File: config.mk
export PLATFORM = sky130hd
export DESIGN_NAME = clock_period_meter
export DESIGN_NICKNAME = d
export VERILOG_FILES = /design/src/rtl/clock_period_meter.sv
export SDC_FILE = /design/constraint.sdc
export NUM_CORES = 1
export LEC_CHECK = 0
export ABC_AREA = 1
export CORE_ASPECT_RATIO = 0.8
export CORE_MARGIN = 2
export CORE_UTILIZATION = 35
export CTS_CLUSTER_SIZE = 14
export DETAILED_ROUTE_END_ITERATION = 8
export SYNTH_ARGS = -nofsm -noshare
export SYNTH_HDL_FRONTEND = slang
export SYNTH_SLANG_ARGS = --single-unit
File: constraint.sdc
create_clock -name inputClock -period 2.36 [get_ports inputClock]
set_input_delay 0.59 -clock inputClock [delete_from_list [all_inputs] [get_ports inputClock]]
set_output_delay 0.59 -clock inputClock [all_outputs]
set_load 0.1 [all_outputs]
File: src/rtl/clock_period_meter.sv
// clock_period_meter: measures the measuredClock period in inputClock cycles.
// Ports: inputClock, reset_n, measuredClock, enable -> period, halfCount, periodValid, locked, timedOut.
module clock_period_meter #(
  parameter int CounterBits   = 16,
  parameter int TimeoutCycles = 50000
) (
  input  logic                   inputClock,
  input  logic                   reset_n,
  input  logic                   measuredClock,
  input  logic                   enable,
  output logic [CounterBits-1:0] period,
  output logic [CounterBits-1:0] halfCount,
  output logic                   periodValid,
  output logic                   locked,
  output logic                   timedOut
);

  typedef enum logic [1:0] {
    SEEK    = 2'd0,
    MEASURE = 2'd1,
    TIMEOUT = 2'd2
  } state_t;

  localparam logic [CounterBits-1:0] CntLast =
    CounterBits'(TimeoutCycles - 1);

  state_t state_q, state_d;

  logic s1_q, s2_q, s3_q;
  logic edge_det;

  logic [CounterBits-1:0] cnt_q, cnt_d;
  logic [CounterBits-1:0] period_q, period_d;
  logic [CounterBits-1:0] half_q, half_d;
  logic                   pv_q, pv_d;
  logic                   locked_q, locked_d;
  logic                   to_q, to_d;

  logic [CounterBits-1:0] meas_w;
  logic [CounterBits-1:0] half_w;

  // Synchronizer keeps running regardless of enable.
  always_ff @(posedge inputClock or negedge reset_n) begin
    if (!reset_n) begin
      s1_q <= 1'b0;
      s2_q <= 1'b0;
      s3_q <= 1'b0;
    end else begin
      s1_q <= measuredClock;
      s2_q <= s1_q;
      s3_q <= s2_q;
    end
  end

  assign edge_det = s2_q & ~s3_q;

  // The current cycle closes the period, hence the +1.
  assign meas_w = cnt_q + 1'b1;
  assign half_w = (meas_w < CounterBits'(2)) ?
                  '0 : (meas_w >> 1) - 1'b1;

  always_comb begin
    state_d  = state_q;
    cnt_d    = cnt_q;
    period_d = period_q;
    half_d   = half_q;
    pv_d     = 1'b0;
    locked_d = locked_q;
    to_d     = to_q;

    if (!enable) begin
      state_d  = SEEK;
      cnt_d    = '0;
      locked_d = 1'b0;
      to_d     = 1'b0;
    end else begin
      unique case (state_q)
        SEEK: begin
          cnt_d = '0;
          if (edge_det) state_d = MEASURE;
        end
        MEASURE: begin
          if (edge_det) begin
            period_d = meas_w;
            half_d   = half_w;
            pv_d     = 1'b1;
            locked_d = 1'b1;
            cnt_d    = '0;
          end else if (cnt_q == CntLast) begin
            state_d  = TIMEOUT;
            to_d     = 1'b1;
            locked_d = 1'b0;
            cnt_d    = '0;
          end else begin
            cnt_d = cnt_q + 1'b1;
          end
        end
        TIMEOUT: begin
          cnt_d = '0;
          if (edge_det) begin
            state_d = MEASURE;
            to_d    = 1'b0;
          end
        end
        default: begin
          state_d = SEEK;
          cnt_d   = '0;
        end
      endcase
    end
  end

  always_ff @(posedge inputClock or negedge reset_n) begin
    if (!reset_n) begin
      state_q  <= SEEK;
      cnt_q    <= '0;
      period_q <= '0;
      half_q   <= '0;
      pv_q     <= 1'b0;
      locked_q <= 1'b0;
      to_q     <= 1'b0;
    end else begin
      state_q  <= state_d;
      cnt_q    <= cnt_d;
      period_q <= period_d;
      half_q   <= half_d;
      pv_q     <= pv_d;
      locked_q <= locked_d;
      to_q     <= to_d;
    end
  end

  assign period      = period_q;
  assign halfCount   = half_q;
  assign periodValid = pv_q;
  assign locked      = locked_q;
  assign timedOut    = to_q;

endmodule
# == Word level (Yosys, flattened, before mapping) ==
# Index checks and enable logic that the tools add are counted.
# W data, S select, Z words.
# word_totals
regBits,56
inputBits,4
out_inout_bits,35
wordCells,53
# op_classes
n_addsub,2
n_lt_le_gt_ge,1
n_eq_ne,10
n_mux,22
bitwise_logic,2
n_reduce_logical,6
# op_table
op,n
$mux W16,5
$add A16 B1 Y16 const B,1
$eq A16 B16 Y1 const B,1
$lt A16 B2 Y1 const B,1
$sub A15 B1 Y16 const B,1
$mux W1,11
$ne A3 B3 Y1 const B,3
$mux W2,4
$ne A3 B1 Y1 const B,2
$reduce_and A3 Y1,2
$pmux W2 S2,1
$reduce_and A4 Y1,1
$ne A3 B2 Y1 const B,1
$eq A2 B1 Y1 const B,1
$eq A2 B2 Y1 const B,1
$logic_not A2 Y1,1
$ne A2 B1 Y1 const B,1
$pmux W1 S2,1
$reduce_and A2 Y1,1
$reduce_or A2 Y1,1
$and A1 B1 Y1,1
$not A1 Y1,1

# == Depth between registers and ports, before layout ==
# Gate-level depths: netlist of run 1.
# logic_depth
depth_word,5
mapped_depth,15
ltp_nobuf,15

# == Least setup slack after synthesis of run 1 ==
# Ideal clock, no wire load.
# synth_timing
path_type,input port to flip-flop
startpoint,in cnt_q[0]
endpoint,"reg half_q[14], in the netlist halfCount[14]"
setup_ps,120
arrival_time_ps,1717
t_required_ps,2240
setup_slack_ps,523
stages,15
n_path_buf,0
path_cell_list,dfrtp_1 -> ha_1 -> inv_1 -> nand2_1 -> nand2_1 -> ha_1 -> nand3_1 -> nor2_2 -> nand3_2 -> nor2_2 -> nand2_1 -> nand2_1 -> nand2_1 -> nand2_1 -> nand2_1
# synth_between
elab_chain_cells,3
word_cells_on_any_way,4
# synth_rtl
item,line_no,source
"start, declared",32,"logic [CounterBits-1:0] cnt_q, cnt_d;"
$add A16 B1 Y16 *,58,assign meas_w = cnt_q + 1'b1;
$sub A15 B1 Y16 / $lt A16 B2 Y1 (equally long branches),"60, 59",
$mux W16 *,59,assign half_w = (meas_w < CounterBits'(2)) ?
"end signal, assigned",126,half_q <= half_d;
"end, declared",34,"logic [CounterBits-1:0] half_q, half_d;"
# Mark *: on every way between the ends. The rest lies on a longest branch, timed or not.
# A chain may end at the register's enable or synchronous reset.

# == Worst setup path after layout of run 1 ==
# layout_timing
startpoint,in cnt_q[0]
endpoint,"reg half_q[13], in the netlist halfCount[13]"
# The elaborated chain is that of the path after synthesis.

==> results of run 1 <==
[cell families after synthesis]
group	count (synthesis)
simple gates	230
flops	55
buf+inv	37
compound gates	36
xor+xnor	6
fa+ha+maj	2
other cells	1
[registers in the layout, summed over array words and instances, names as in the netlist]
register     count
cnt_q           16
period          16
halfCount       15
state_q          2
locked           1
periodValid      1
s1_q             1
s2_q             1
s3_q             1
timedOut         1
[cells in the mapped netlist, drive strengths merged]
| cell | number | share of area (%) |
|---|---|---|
| xor2 | 4 | 1.2 |
| a21boi | 1 | 0.25 |
| clkinv | 1 | 0.17 |
| a21oi | 2 | 0.34 |
| nand3 | 24 | 4.7 |
| nand2 | 134 | 20 |
| o21ai | 30 | 6.3 |
| dfrtp | 55 | 46 |
| buf | 3 | 1.1 |
| nand4 | 11 | 2.3 |
| nor2 | 59 | 10 |
| xnor2 | 2 | 0.59 |
| ha | 2 | 0.84 |
| clkbuf | 5 | 0.97 |
| nor3 | 1 | 0.17 |
| inv | 28 | 3.5 |
| nand3b | 1 | 0.25 |
| o21bai | 2 | 0.51 |
| conb | 1 | 0.13 |
| o211ai | 1 | 0.25 |
[worst max path at each step]
| stage | start | to |
|---|---|---|
| finish | cnt_q[0] | halfCount[13] |
| floorplan | cnt_q[0] | halfCount[14] |
| detailed placement | enable | cnt_q[2] |
| global placement | enable | cnt_q[2] |
| global route | cnt_q[0] | halfCount[13] |
| CTS | cnt_q[0] | halfCount[13] |
[stage by stage]
step	power [mW]	cell area, sq um	utilization, %	hold WS [ns]	setup slack [ns]
6_report	2.15	3450	41.2	0.289	0.302
5_1_grt	2.24	3450	41.2	0.327	0.0156
4_1_cts	2.17	3450	41.2	0.308	0.293
3_5_place_dp	1.66	3370	40.2	0.343	0.245
3_3_place_gp	1.65	3370	40.2	0.335	0.248
2_1_floorplan	1.51	2970	-	0.294	0.523
[power by group through the flow]
stage	registers (mW)	logic, mW	clock network, mW
after floorplan	1.39	0.125	0
after global placement	1.05	0.609	0
after detailed placement	1.05	0.612	0
after CTS	1.03	0.612	0.525
after global routing	1.04	0.638	0.564
final	1.03	0.606	0.511
[critical path: stages, from the launching register on]
cell and delay, ns:
dfrtp_1 0.44, ha_1 0.26, nand3_1 0.15, clkinv_2 0.13
nand2_1 0.10, nand2_2 0.08, inv_1 0.13, nand2_1 0.08
nor2_2 0.13, nand3_1 0.13, nor2_1 0.11, nor2_1 0.07
nand2_1 0.09, nand2_1 0.06
[cell type report]
| class | instances | area (sq um) |
|---|---|---|
| clock inverter | 3 | 15.0 |
| multi-input combinational | 275 | 1420 |
| inverter | 29 | 110 |
| sequential | 55 | 1380 |
| clock buffer | 5 | 68.8 |
| timing repair buffer | 41 | 323 |
| tap | 112 | 140 |
| fill | 871 | 4920 |
[layer usage]
layer,vias to the layer above,GRT usage [%],routed length [um]
li1,1246,-,-
met1,1134,23.5,3420
met2,51,23.2,2830
met3,2,2.93,349
met4,0,1.77,14
met5,-,0,0
==> metrics.txt, run 1 <==
Avg Inst Size Synth between 8 and 9 sq um; Initial Utilization between 30 and 40%; net count after synthesis ~370; cell row count 30; die area between 9000 and 10000 sq um; PortBufs 37; dpl cells 512; Pint ~1.3 mW; fin cells between 500 and 600; Final Hold Fails 0; Synth Area in Adders 0.844%; Crit path arrival time ~2.3 ns; main combinational cell family by area after synthesis simple AND/OR/NAND/NOR gates; DR vias about 2400; CTS Hold Bufs 0; ratio of cells with drive above 1 in the final layout about a quarter; R2R Setup Slk a little over 0.3 ns; sequential fraction of the synthesis area between 40% and 50%; Peak VDD IR approximately 0.33 mV; #FFs+latches synth 55; CTS tree done; FF-to-FF path depth 13; # H-tree levels 2; Overall Global Routing Usage between 10% and 20%; xor/xnor share of the synthesized area roughly 1.8%; GPL Wtd Cong 0.892; TNS Setup 0 ns; worst skew pair latency roughly 0.3 ns; leakage 1.80 nW; peak fanout along the critical path 7; post-synth cell types 31; Setup Fix Bufs, Post-CTS 0; CTS clock-pin slew for the worst setup and hold paths 0.10 ns; simple-gate share of the synthesized area 37.4%; most frequent cells in the layout nand2_1, dfrtp_1, nor2_1, buf_4, inv_1; Synth Instances 367; clk sink count 55; relative slew slack approximately three fifths; maximum operating frequency slightly below 500 MHz; Initial DRC Count 116; core footprint 8370 sq um; Final nets between 400 and 500; Die X 107 um; commonest non-fill, non-tap cell in the layout nand2_1; I/O pins 39; skew final 0.00758 ns; vias per cell 4.68; Setup crit end kind register; Mapped Area 2970 sq um; grt ovf 0; Final Critical Period ~2 ns; DRT Wirelength between 6 and 7 mm; Critical Path RT about 2.6 ns; status complete, no violations; CTS resizes 0; NetSw about 0.83 mW; first-pass GRT wire length between 10 and 15 mm; Seq pwr share roughly 48%; final worst path period share between 80 and 90%; maximum buffer depth of the clock tree 2; DRT antenna net count 0; Setup violations, final 0; DP HPWL roughly 5 mm; worst r2r dst halfCount[13]; cts bufs inserted 5; n_diodes 0; Die Y 86.3 um; Comb pwr share 28.3%; fin. max-slew vios 0; post-synthesis mux area share 0%; Synth Warn # 0; kind of critical path reg2reg; Wirelength per Cell approximately 13 um; DRC viols 0; CTS root buffer clkbuf_8; complex-gate fraction of the synthesized area under 10%; HP Class in2async; 1st-pass router iterations 4; Clock power frac roughly a quarter; Tightest Pin Transition around 0.6 ns; Startpoint Class register; vias in the first global route roughly 2300; antenna violations before repair 0; switching part of the total between 30% and 40%; Area growth syn-to-layout 16.4%; RSZ-0062 raised after global routing no; pwr/cell area about 620 nW/um^2; largest net degree at the start of global routing 31; Max-Cap Viols 0; RR Startpoint cnt_q[0]
(Power assumes the default switching activity.)
==> inputs of run 2 (changes only) <==
--- a/config.mk
+++ b/config.mk
@@ -9,6 +9,7 @@
 export CORE_ASPECT_RATIO = 0.8
 export CORE_MARGIN = 2
 export CORE_UTILIZATION = 35
+export CTS_BUF_LIST = sky130_fd_sc_hd__clkbuf_4 sky130_fd_sc_hd__clkbuf_8
 export CTS_CLUSTER_SIZE = 14
 export DETAILED_ROUTE_END_ITERATION = 8
 export SYNTH_ARGS = -nofsm -noshare
==> results of run 2 <==
No change in the layout: final DEF, timing and power equal those of run 1.
==> inputs of run 3 (changes only) <==
--- a/config.mk
+++ b/config.mk
@@ -12,6 +12,7 @@
 export CTS_BUF_LIST = sky130_fd_sc_hd__clkbuf_4 sky130_fd_sc_hd__clkbuf_8
 export CTS_CLUSTER_SIZE = 14
 export DETAILED_ROUTE_END_ITERATION = 8
+export PLACE_DENSITY_LB_ADDON = 0.12
 export SYNTH_ARGS = -nofsm -noshare
 export SYNTH_HDL_FRONTEND = slang
 export SYNTH_SLANG_ARGS = --single-unit
==> run 3 against run 2 <==
Total power rose by 0.94%; largest power group unchanged; critical endpoint is now halfCount[14]; cell count rose by 0.58%; worst setup slack improved by 0.051 ns; sequential share of layout area fell by 0.32 points; clock skew rose by 0.00061 ns; sequential power barely moved; critical path type unchanged; design area rose by 0.80%.
==> metrics.txt, run 3 (synthesized netlist as in run 1, its figures left out) <==
status complete, no violations; PortBufs 37; commonest non-fill, non-tap cell in the layout nand2_1; vias per cell approximately 4.6; antenna violations before repair 0; Setup violations, final 0; hold_ws 0.251 ns; slowest CP cell dfrtp_1; Critical Path RT 2.57 ns; clk sink count 55; DP HPWL slightly above 5 mm; Overall Global Routing Usage roughly 16%; Setup crit end kind register; 1st-pass router iterations 4; final worst path period share a little under nine tenths; DRC viols 0; leakage between 1.5 and 2 nW; Die Y between 80 and 90 um; maximum buffer depth of the clock tree 2; DRT Wirelength between 6 and 7 mm; CTS clock-pin slew for the worst setup and hold paths 0.10 ns; CTS Hold Bufs 0; core footprint 8370 sq um; Final Hold Fails 0; ratio of cells with drive above 1 in the final layout 25.5%; TNS Setup 0 ns; Placement Setup Slack around 0.28 ns; Final Critical Period 2.01 ns; CTS root buffer clkbuf_8; CTS resizes 0; Startpoint Class register; largest net degree at the start of global routing 56; Setup Fix Bufs, Post-CTS 0; fillcell total a little under 900; Crit path arrival time roughly 2.2 ns; vias in the first global route 2271; most frequent cells in the layout nand2_1, dfrtp_1, nor2_1, buf_4, inv_1; skew final ~0.008 ns; pwr/cell area 623 nW/um^2; final setup margin about 0.35 ns; Initial DRC Count roughly 110; critical path, cell by cell ha_1 -> inv_1 -> nand2_1 -> nand2_1 -> ha_1 -> nand3_1 -> nor2_2 -> nand3_2 -> nor2_2 -> nand2_1 -> nand2_1 -> nand2_1 -> nand2_1 -> nand2_1; Area growth syn-to-layout 17.3%; CP most frequent cell nand2_1; cell row count 30; DRT antenna net count 0; fin. max-slew vios 0; first-pass GRT wire length around 12 mm; grt ovf 0; worst skew pair latency slightly above 0.3 ns; HP Class in2async; Die X 107 um; Wirelength per Cell 13.2 um; peak fanout along the critical path 5; I/O pins 39; kind of critical path reg2reg; cts bufs inserted 5; die area slightly above 9000 sq um; Peak VDD IR a little over 0.4 mV; CTS tree done; Final nets between 400 and 500; crit-path max cell delay approximately 0.42 ns; # H-tree levels 2; Total Power about 2.2 mW; Initial Utilization a little over a third; DR vias between 2000 and 2500; n_diodes 0; RSZ-0062 raised after global routing no; Max-Cap Viols 0; GPL Wtd Cong a little under 0.8; maximum operating frequency between 400 and 500 MHz
-- run 3: cell types whose count changed in the layout (fill, tap and decap cells not counted), sizes merged --
cell / previous run / this run
clkbuf: 5 / 6
clkinvlp: 0 / 1
buf: 39 / 42
clkinv: 4 / 2
-- run 3: critical path, delay by kind of cell (launching register included) --
kind,cells,cell delay (ns)
buffers and inverters,1,0.06
adder cells (fa/ha/maj),2,0.43
flip-flops,1,0.42
AND/OR/NAND/NOR,11,1.01
-- run 3: path summary, 6_finish.rpt --
path | from | endpoint | slack, ns | depth (start not counted)
max | cnt_q[1] | halfCount[14] | 0.35 | 14
min | reset_n | period[5] | 0.25 | 2
max reg2reg | cnt_q[1] | halfCount[14] | 0.35 | 14
min reg2reg | s1_q | s2_q | 0.36 | 0
max in group asynchronous | reset_n | cnt_q[1] | 1.82 | 2
min in group inputClock | s1_q | s2_q | 0.36 | 0
-- run 3: report_power, final --
group	leakage, nW	switching (mW)	internal, mW
Sequential	0.751	0.0317	0.996
Clock	0.0446	0.310	0.220
Combinational	1.01	0.487	0.122
Total	1.81	0.828	1.34
-- run 3: per-stage QoR --
stage | cell area [sq um] | std cells | utilization (%)
final | 3480 | 523 | 41.6
after global routing | 3480 | 523 | 41.6
after global placement | 3390 | 515 | 40.5
after detailed placement | 3390 | 515 | 40.5
after CTS | 3480 | 523 | 41.6
after floorplan | 2970 | 367 | -
-- run 3: cell type report --
cell class	count	area [sq um]	area share, %
multi-input combinational	275	1420	40.8
sequential	55	1380	39.6
timing repair buffer	44	345	9.93
tap	112	140	4.03
inverter	29	110	3.17
clock buffer	6	76.3	2.19
clock inverter	2	12.5	0.360
-- run 3: layer usage --
layer	share of wire [%]	up-vias	global-route usage, %
met5	0	-	0
met4	0.67	0	3.31
met1	52	1121	23.1
li1	-	1247	-
met3	3.1	4	2.86
met2	44	41	25.4
